$ cat src/rtl/mem_pkg.sv
// Shared definitions for the memory-access stage: FSM encoding, width defaults
// and the MMIO decode constants used when MEM_MMIO_EN is defined.
package mem_pkg;

    typedef enum logic {
        IDLE = 1'b0,
        BUSY = 1'b1
    } memStateT;

    localparam int ADDR_W_DEF = 12;
    localparam int DATA_W_DEF = 32;

    localparam int         MMIO_SEL_BIT = 31;
    localparam logic [0:0] MMIO_IDX_IN  = 1'b0;
    localparam logic [0:0] MMIO_IDX_REG = 1'b1;

endpackage

$ cat src/rtl/mw_latch.sv
// M/W pipeline latch feeding register writeback; a held or bubbled cycle never
// produces a register write.
module mw_latch #(
    parameter int DATA_W = 32
) (
    input  logic              clock,
    input  logic              reset,
    input  logic              loadEn,
    input  logic              bubble,
    input  logic [DATA_W-1:0] dataIn,
    input  logic [4:0]        rdIn,
    input  logic              wRegIn,
    output logic [DATA_W-1:0] wbData,
    output logic [4:0]        wbRd,
    output logic              wbWReg
);

    always_ff @(posedge clock) begin
        if (reset) begin
            wbData <= '0;
            wbRd   <= '0;
            wbWReg <= 1'b0;
        end else begin
            if (loadEn) begin
                wbData <= dataIn;
                wbRd   <= rdIn;
            end
            // r0 is hardwired to zero, so a write to it is dropped here
            wbWReg <= loadEn & ~bubble & wRegIn & (rdIn != 5'd0);
        end
    end

endmodule

$ cat src/rtl/mem_stage.sv
// Memory-access stage: req/ack handshake to a multi-cycle data memory, upstream
// stall generation and the M/W latch. Define MEM_MMIO_EN for the internal MMIO window.
module mem_stage
    import mem_pkg::*;
#(
    parameter int ADDR_W = ADDR_W_DEF,
    parameter int DATA_W = DATA_W_DEF
) (
    input  logic              clock,
    input  logic              reset,
    input  logic [DATA_W-1:0] oIn,
    input  logic [DATA_W-1:0] dIn,
    input  logic              wMemIn,
    input  logic              wRegIn,
    input  logic              lwIn,
    input  logic [4:0]        rdIn,
    output logic              memReq,
    output logic              memWe,
    output logic [ADDR_W-1:0] memAddr,
    output logic [DATA_W-1:0] memWdata,
    input  logic              memAck,
    input  logic [DATA_W-1:0] memRdata,
    output logic              stall,
    output logic [DATA_W-1:0] wbData,
    output logic [4:0]        wbRd,
    output logic              wbWReg
`ifdef MEM_MMIO_EN
    ,
    input  logic [DATA_W-1:0] ioIn,
    output logic [DATA_W-1:0] ioOut
`endif
);

    memStateT          state;
    logic              rstHold;
    logic              isMmio;
    logic              memAccess;
    logic [DATA_W-1:0] loadData;
    logic [DATA_W-1:0] wbNext;

`ifdef MEM_MMIO_EN
    logic [DATA_W-1:0] ioReg;
    assign isMmio = oIn[MMIO_SEL_BIT];
    assign ioOut  = ioReg;
`else
    assign isMmio = 1'b0;
`endif

    assign memAccess = (wMemIn | lwIn) & ~isMmio;

    // rstHold masks the first cycle after reset, when X/M may still carry the abandoned op
    assign memReq   = memAccess & ~rstHold;
    assign memWe    = wMemIn;
    assign memAddr  = oIn[ADDR_W-1:0];
    assign memWdata = dIn;
    assign stall    = (state == BUSY) ? ~memAck : memReq;

    always_ff @(posedge clock) begin
        if (reset) begin
            state   <= IDLE;
            rstHold <= 1'b1;
        end else begin
            rstHold <= 1'b0;
            case (state)
                IDLE:    if (memReq) state <= BUSY;
                BUSY:    if (memAck) state <= IDLE;
                default: state <= IDLE;
            endcase
        end
    end

`ifdef MEM_MMIO_EN
    always_ff @(posedge clock) begin
        if (reset) begin
            ioReg <= '0;
        end else if (~rstHold && state == IDLE && wMemIn && isMmio
                     && oIn[0] == MMIO_IDX_REG) begin
            ioReg <= dIn;
        end
    end

    always_comb begin
        loadData = memRdata;
        if (isMmio) begin
            loadData = (oIn[0] == MMIO_IDX_REG) ? ioReg : ioIn;
        end
    end
`else
    assign loadData = memRdata;
`endif

    assign wbNext = lwIn ? loadData : oIn;

    mw_latch #(
        .DATA_W(DATA_W)
    ) uMwLatch (
        .clock (clock),
        .reset (reset),
        .loadEn(~stall),
        .bubble(rstHold),
        .dataIn(wbNext),
        .rdIn  (rdIn),
        .wRegIn(wRegIn),
        .wbData(wbData),
        .wbRd  (wbRd),
        .wbWReg(wbWReg)
    );

endmodule
$ cat config.mk
export PLATFORM = sky130hd
export DESIGN_NAME = mem_stage
export DESIGN_NICKNAME = d
export VERILOG_FILES = /design/src/rtl/mem_pkg.sv /design/src/rtl/mw_latch.sv /design/src/rtl/mem_stage.sv
export SDC_FILE = /design/constraint.sdc
export NUM_CORES = 1
export LEC_CHECK = 0
export BUFFER_PORTS_ARGS = -buffer_cell sky130_fd_sc_hd__buf_4
export CAP_MARGIN = 20
export CORE_UTILIZATION = 35
export CTS_CLUSTER_DIAMETER = 150
export DETAILED_ROUTE_END_ITERATION = 8
export PLACE_DENSITY = 0.77
export SLEW_MARGIN = 15
export SYNTH_ARGS = -nofsm -noshare
export SYNTH_HDL_FRONTEND = slang
export SYNTH_HIERARCHICAL = 1
export SYNTH_SLANG_ARGS = --single-unit
$ cat constraint.sdc
create_clock -name clock -period 1.3 [get_ports clock]
set_input_delay 0.195 -clock clock [delete_from_list [all_inputs] [get_ports clock]]
set_output_delay 0.195 -clock clock [all_outputs]
set_load 0.02 [all_outputs]
Word level (Yosys, flattened, before mapping)
Cells that the tools add are included.
Storage, ports and cells
  bits in registers: 40
  input bits: 107
  output and inout port bits: 85
  word-level logic and storage cells: 21
Operators by class
  muxes and demuxes: 6
  bitwise logic cells: 9
  reduce and logical (&&, ||, !) cells: 1
Operator list (number)
  $mux W32: 1
  $reduce_bool A5 Y1: 1
  $and A1 B1 Y1: 4
  $mux W1: 4
  $not A1 Y1: 4
  $pmux W1 S2: 1
  $or A1 B1 Y1: 1

Depth between registers and ports, before layout
Gate-level depths: netlist (run 1).
  depth in word-level cells: 7
  depth in mapped cells: 7
  mapped depth without buffers: 4

Cells and area by module
Netlist (run 1), hierarchy kept.
By module, submodules not included
  mw_latch: times used 1, cells an instance 124, area an instance 1383.8 um2, sequential area each 760.7 um2
  mem_stage: times used 1, cells an instance 89, area an instance 928.4 um2, sequential area each 40.0 um2

Worst setup path before layout (run 1)
Ideal clock, no wire load.
  path type: input -> register
  start point: input lwIn
  end point: register uMwLatch.wbRd[0]
  setup time: 128 ps
  arrival: 1194 ps
  setup slack: -21 ps
  stages on the path: 7
  path buffers: 3
  cell sequence: buf_6 > nor2_1 > o31a_1 > buf_6 > buf_12 > mux2i_1 > nor2_1
Between the ends
  longest elaborated chain between the ends: 3
RTL lines
  from (decl): line mem_stage.sv:15  | input logic lwIn,
  $or A1 B1 Y1: line mem_stage.sv:49  | assign memAccess = (wMemIn | lwIn) & ~isMmio;
  $and A1 B1 Y1: line mem_stage.sv:52  | assign memReq = memAccess & ~rstHold;
  $mux W1: line mem_stage.sv:56  | assign stall = (state == BUSY) ? ~memAck : memReq;
  to (signal assigned): line mw_latch.sv:26  | wbRd <= rdIn;
  to (decl): line mw_latch.sv:14  | output logic [4:0] wbRd,
Every way passes these cells.
A chain may end at the register's enable or synchronous reset.

Worst setup path in the final report (run 1)
  start point: register state
  end point: output stall
Between the ends
  longest elaborated chain between the ends: 1
RTL lines
  from (decl): line mem_stage.sv:34  | memStateT state;
  from (signal assigned): line mem_stage.sv:60  | state <= IDLE;
  from (signal assigned): line mem_stage.sv:65  | IDLE: if (memReq) state <= BUSY;
  from (signal assigned): line mem_stage.sv:66  | BUSY: if (memAck) state <= IDLE;
  $mux W1: line mem_stage.sv:56
  to (decl): line mem_stage.sv:23  | output logic stall,
Every way passes these cells.

==> flow_summary.yaml, run 1 <==
grt:
  grt_max_degree: 28
  grt_usage: 0.139
  grt_pass1_wl_um: 7820
  grt_pass1_vias: 1714
  antenna_found_initial: 0
  grt_overflow: 0
sta:
  fmax_ghz: 0.746
  setup_viol: 1
  slew_headroom: 0.810
  finalCriticalPeriod_ns: 1.34
  period_share: 1.03
  slew_violations: 0
  tightest_slew_ns: 0.286
  rsz0062_at_grt: "true"
  final.setup.worst_slack_ns: -0.0399
  hold_viol_final: 0
  skew_ns: 0.00422
logic_synthesis:
  syn_area_um2: 2310
  synthesis.nets: 320
  synth_top_area_share: 0.346
  ys_ff_latch: 40
  synth.distinct_cells: 17
  yosysTopAreaCell: "dfxtp_1"
  netlist_instances: 213
  ys_warn_count: 6
  syn_area_per_cell_um2: 10.9
  ys_seq_area_frac: 0.346
  synth_area_leaders: "dfxtp_1 (35%), mux2_4 (19%), mux2i_1 (16%), buf_4 (15%), nor2_1 (6.5%)"
routing:
  drtAntennaViolNets: 0
  viasPerCell: 4.57
  drt_wl_total_um: 4850
  drc: 0
  drtIter0Drc: 15
  vias: 1706
  wl_per_cell_um: 13.0
  dr.pass1.iters: 3
cts:
  clk_pin_slew_ns: 0.07
  insertion_delay_ns: 0.28
  root_buffer: "clkbuf_8"
  cts_buffers: 5
  cts.path.max_buffers: 2
  cts.sink_count: 40
  cts_tree: "yes"
  cts-htree-levels: 2
final_layout:
  drive_above_1_share: 0.591
  num_antenna_cells: 0
  final_area_um2: 3060
  syn_to_final_growth_pct: 32.1
  fillers: 602
  layout.nets: 402
floorplanning:
  dieArea_um2: 6940
  initial_core_util: 0.364
  rows: 29
  die_w_um: 83.3
  pin_count: 192
  coreArea_um2: 6350
  die_h_um: 83.3
critical_path:
  cp.arrival_ns: 1.14
  crit_required_ns: 1.11
  crit_fanout: 3
  worstSetupStartpointType: "flop"
  worstSetupPathType: "flop to output pin"
  critPathCaptureType: "output pin"
power:
  vdd_drop_max_v: 0.000576
  p_per_area_nw_per_um2: 1050
  leakage_nw: 1.65
placed_design:
  placedInstanceArea_um2: 2970
  dp_hpwl_um: 3640
  pre_cts_ws_ns: 0.0110
  gp_congestion: 0.745
  portBuffers: 127
outcome:
  violations: "setup timing"
  status: "finished, violations left"
hold_path:
  hold_class: "primary input to flop"
job:
  maxCapViolations: 0
==> layer usage <==
metal | up-vias | wire length (um) | global-route usage
met5 | - | 0 | 0
met4 | 0 | 100 | 0.0564
met3 | 21 | 414 | 0.0477
met2 | 75 | 2630 | 0.258
met1 | 787 | 1700 | 0.141
li1 | 823 | - | -
==> through the flow <==
stage | total power, W | setup TNS [ns] | hold slack [ns] | cells | util
after floorplan | 0.00218 | 0 | 0.223 | 213 | -
after global placement | 0.00239 | 0 | 0.390 | 365 | 0.468
after detailed placement | 0.00242 | 0 | 0.390 | 365 | 0.468
after CTS | 0.00328 | -0.220 | 0.145 | 374 | 0.484
after global routing | 0.00339 | -1.00 | 0.158 | 373 | 0.481
final | 0.00320 | -0.0399 | 0.162 | 373 | 0.481
==> worst paths after layout <==
check | start | endpoint | slack, ns | depth (start not counted)
min | rdIn[3] | uMwLatch/wbRd[3] | 0.16 | 3
min reg2reg | uMwLatch/wbData[20] | uMwLatch/wbData[20] | 0.50 | 2
max reg2reg | state | uMwLatch/wbData[8] | 0.01 | 4
max | state | stall | -0.04 | 3
==> placed cells by master, fill, tap and decap left out, types with 2 or more instances in the layout <==
cell type / netlist / final
mux2_2: 2 / 2
nor2_1: 40 / 39
dfxtp_1: 40 / 39
mux2i_1: 37 / 37
buf_4: 45 / 129
clkbuf_8: 0 / 6
clkbuf_1: 0 / 2
mux2_4: 30 / 30
buf_6: 5 / 2
==> cell families after synthesis <==
| group | share of synthesized area |
|---|---|
| flops | 0.346 |
| compound gates | 0.00595 |
| buf+inv | 0.206 |
| simple gates | 0.0774 |
| mux | 0.365 |
==> synthesized netlist by cell type <==
| master | n |
|---|---|
| buf_4 | 45 |
| dfxtp_1 | 40 |
| nor2_1 | 40 |
| mux2i_1 | 37 |
| mux2_4 | 30 |
| buf_6 | 5 |
| buf_12 | 3 |
| buf_1 | 2 |
| buf_2 | 2 |
| mux2_2 | 2 |
| a21oi_1 | 1 |
| inv_1 | 1 |
| nand2b_1 | 1 |
| nand4bb_1 | 1 |
| nor2_2 | 1 |
| nor3_1 | 1 |
| o31a_1 | 1 |
==> flip-flops by register name (all words and copies together), names as in the netlist <==
name,cells
rstHold,1
uMwLatch/wbData,32
state,1
uMwLatch/wbRd,5
uMwLatch/wbWReg,1
==> critical path: stages, from the launching register on <==
cell and delay (ns):
dfxtp_2 0.33, o31a_4 0.36, inv_2 0.06, buf_6 0.11
==> where the power goes <==
group,total (W),switching (W),internal [W]
Clock,0.000827,0.000394,0.000433
Combinational,0.000989,0.000441,0.000548
Sequential,0.00138,0.0000540,0.00133
Total,0.00320,0.000889,0.00231
==> area by class of cell <==
cell class                      count  area, um^2  share of cell area
Inverter                            1        3.75             0.00123
Timing Repair Buffer              132        1010               0.331
Tap cell                           77        96.3              0.0315
Clock buffer                        8        90.1              0.0295
Multi-Input combinational cell    115        1050               0.344
Sequential cell                    40         802               0.262
==> timing repair <==
item                                    in CTS  in global routing
pin swaps                                    1                  0
buffers inserted                             2                  0
hold buffers                                 0                  0
resized for setup                            4                  1
endpoints found under the setup margin       1                 39
Power figures use the tool's default switching activity.
==> run 2: changes to the inputs <==
--- a/config.mk
+++ b/config.mk
@@ -7,10 +7,12 @@
 export LEC_CHECK = 0
 export BUFFER_PORTS_ARGS = -buffer_cell sky130_fd_sc_hd__buf_4
 export CAP_MARGIN = 20
+export CORE_ASPECT_RATIO = 2
 export CORE_UTILIZATION = 35
 export CTS_CLUSTER_DIAMETER = 150
 export DETAILED_ROUTE_END_ITERATION = 8
-export PLACE_DENSITY = 0.77
+export PLACE_DENSITY = 0.83
+export SETUP_SLACK_MARGIN = 0.2
 export SLEW_MARGIN = 15
 export SYNTH_ARGS = -nofsm -noshare
 export SYNTH_HDL_FRONTEND = slang
==> run 2 against run 1 <==
  * The run still ends with setup timing left
  * Final cell count grew 2.7%
  * Non-clock buffer count increased by 1
  * Flip-flop and latch count is the same
  * Worst setup slack gained 0.0035 ns
  * Critical path type is now flop to flop
  * Highest routed layer unchanged
==> flow_summary.yaml, run 2 (same netlist as run 1, synthesis figures left out) <==
outcome:
  status: "finished, violations left"
  violations: "setup timing"
critical_path:
  cp.arrival_ns: 1.49
  worstSetupStartpointType: "flop"
  cpMostUsedCell: "buf_12"
  crit_required_ns: 1.46
  worstSetupPathType: "flop to flop"
  critPathCaptureType: "flop"
  max_stage_delay_ns: 0.36
  crit_slowest_cell: "o31a_4"
  cp_cell_sequence: "o31a_4, buf_12, buf_12, mux2i_1, nor2_1"
  crit_fanout: 19
cts:
  root_buffer: "clkbuf_16"
  clk_pin_slew_ns: 0.06
  cts.sink_count: 40
  insertion_delay_ns: 0.27
  cts_tree: "yes"
  cts_buffers: 5
  ctsHoldBuffers: 0
  cts.path.max_buffers: 2
  cts-htree-levels: 2
placed_design:
  portBuffers: 127
  dp_hpwl_um: 4170
  gp_congestion: 0.721
  pre_cts_ws_ns: 0.0141
final_layout:
  drive_above_1_share: 0.603
  final_util: 0.501
  syn_to_final_growth_pct: 37.8
  largest_register_ffs: 32
  regMostFlops: "uMwLatch/wbData"
  final_cell_mix: "buf_4 (128), nor2_1 (39), dfxtp_1 (38)"
  ff_latch_area_um2: 803
  fillers: 608
  num_antenna_cells: 0
  top_regs: "uMwLatch/wbData x32, uMwLatch/wbRd x5"
  final_common_cell: "buf_4"
  multi_input_area_um2: 1060
  layout.nets: 403
sta:
  finalCriticalPeriod_ns: 1.34
  skew_ns: 0.00253
  rsz0062_at_grt: "true"
  slew_headroom: 0.817
  fmax_ghz: 0.748
  setup_viol: 9
  final.setup.worst_slack_ns: -0.0364
  hold_ws_ns: 0.166
  hold_viol_final: 0
  tightest_slew_ns: 0.273
  slew_violations: 0
  period_share: 1.03
routing:
  dr.pass1.iters: 4
  drtAntennaViolNets: 0
  vias: 1720
  viasPerCell: 4.49
  drt_wl_total_um: 5260
  wl_per_cell_um: 13.7
  drtIter0Drc: 37
  drc: 0
job:
  maxCapViolations: 0
grt:
  grt_pass1_vias: 1703
  grt_max_degree: 30
  grt_usage: 0.150
  grt_pass1_wl_um: 7760
  grt_overflow: 0
  antenna_found_initial: 0
power:
  p_total_w: 0.00376
  leakage_nw: 1.70
  p_per_area_nw_per_um2: 1180
  vdd_drop_max_v: 0.000988
floorplanning:
  die_w_um: 59.5
  initial_core_util: 0.363
  dieArea_um2: 6960
  die_h_um: 117
  rows: 41
  coreArea_um2: 6360
  pin_count: 192
hold_path:
  hold_class: "primary input to flop"
==> run 2: cell count changes in the layout (fill, tap and decap cells not counted), sizes merged <==
cell | previous run | this run
buf | 132 | 133
bufinv | 0 | 1
clkbuf | 8 | 6
clkinv | 0 | 1
==> run 2: worst max-delay path, delay by kind of cell, from the launching register on <==
kind,cells,cell delay (ns)
DFF,1,0.32
AOI/OAI and AO/OA,1,0.36
muxes,1,0.18
and+or+nand+nor,1,0.06
buffers and inverters,2,0.28
==> run 2: final timing paths <==
check / start / endpoint / slack [ns] / depth (start not counted)
min reg2reg: uMwLatch/wbData[15] / uMwLatch/wbData[15] / 0.49 / 2
min: rdIn[3] / uMwLatch/wbRd[3] / 0.17 / 3
max: state / uMwLatch/wbData[17] / -0.04 / 5
max reg2reg: state / uMwLatch/wbData[17] / -0.04 / 5
==> run 2: report_power, final <==
part / switching [W] / total, W / leakage [nW] / internal [W]
logic: 0.000453 / 0.00103 / 1.28 / 0.000576
clock network: 0.000447 / 0.00135 / 0.0808 / 0.000902
registers: 0.0000550 / 0.00139 / 0.332 / 0.00133
total: 0.000954 / 0.00376 / 1.70 / 0.00281
==> run 2: what timing repair did <==
action,4_1_cts,5_1_grt
setup buffers,1,0
pin swaps,2,0
resized for setup,4,2
cloned,0,0
setup endpoints to repair,39,41
==> run 2: stage by stage <==
stage | instances | instance area [um^2] | setup TNS (ns)
after CTS | 383 | 3180 | -0.0719
final | 383 | 3190 | -0.103
after detailed placement | 374 | 2990 | 0
after global placement | 374 | 2990 | 0
after global routing | 383 | 3190 | -1.37
after floorplan | 213 | 2320 | 0
==> run 2: area by class of cell <==
| type | count | share of cell area |
|---|---|---|
| multi-input combinational | 115 | 0.331 |
| timing repair buffer | 133 | 0.330 |
| sequential | 40 | 0.252 |
| clock buffer | 6 | 0.0404 |
| tap | 86 | 0.0338 |
| clock inverter | 2 | 0.0110 |
| inverter | 1 | 0.00118 |
==> run 2: layer usage <==
layer | vias to the layer above | wire length [um] | track usage
met5 | - | 0 | 0
met4 | 0 | 300 | 0.130
met3 | 38 | 328 | 0.0264
met2 | 67 | 3030 | 0.288
met1 | 789 | 1600 | 0.122
li1 | 826 | - | -
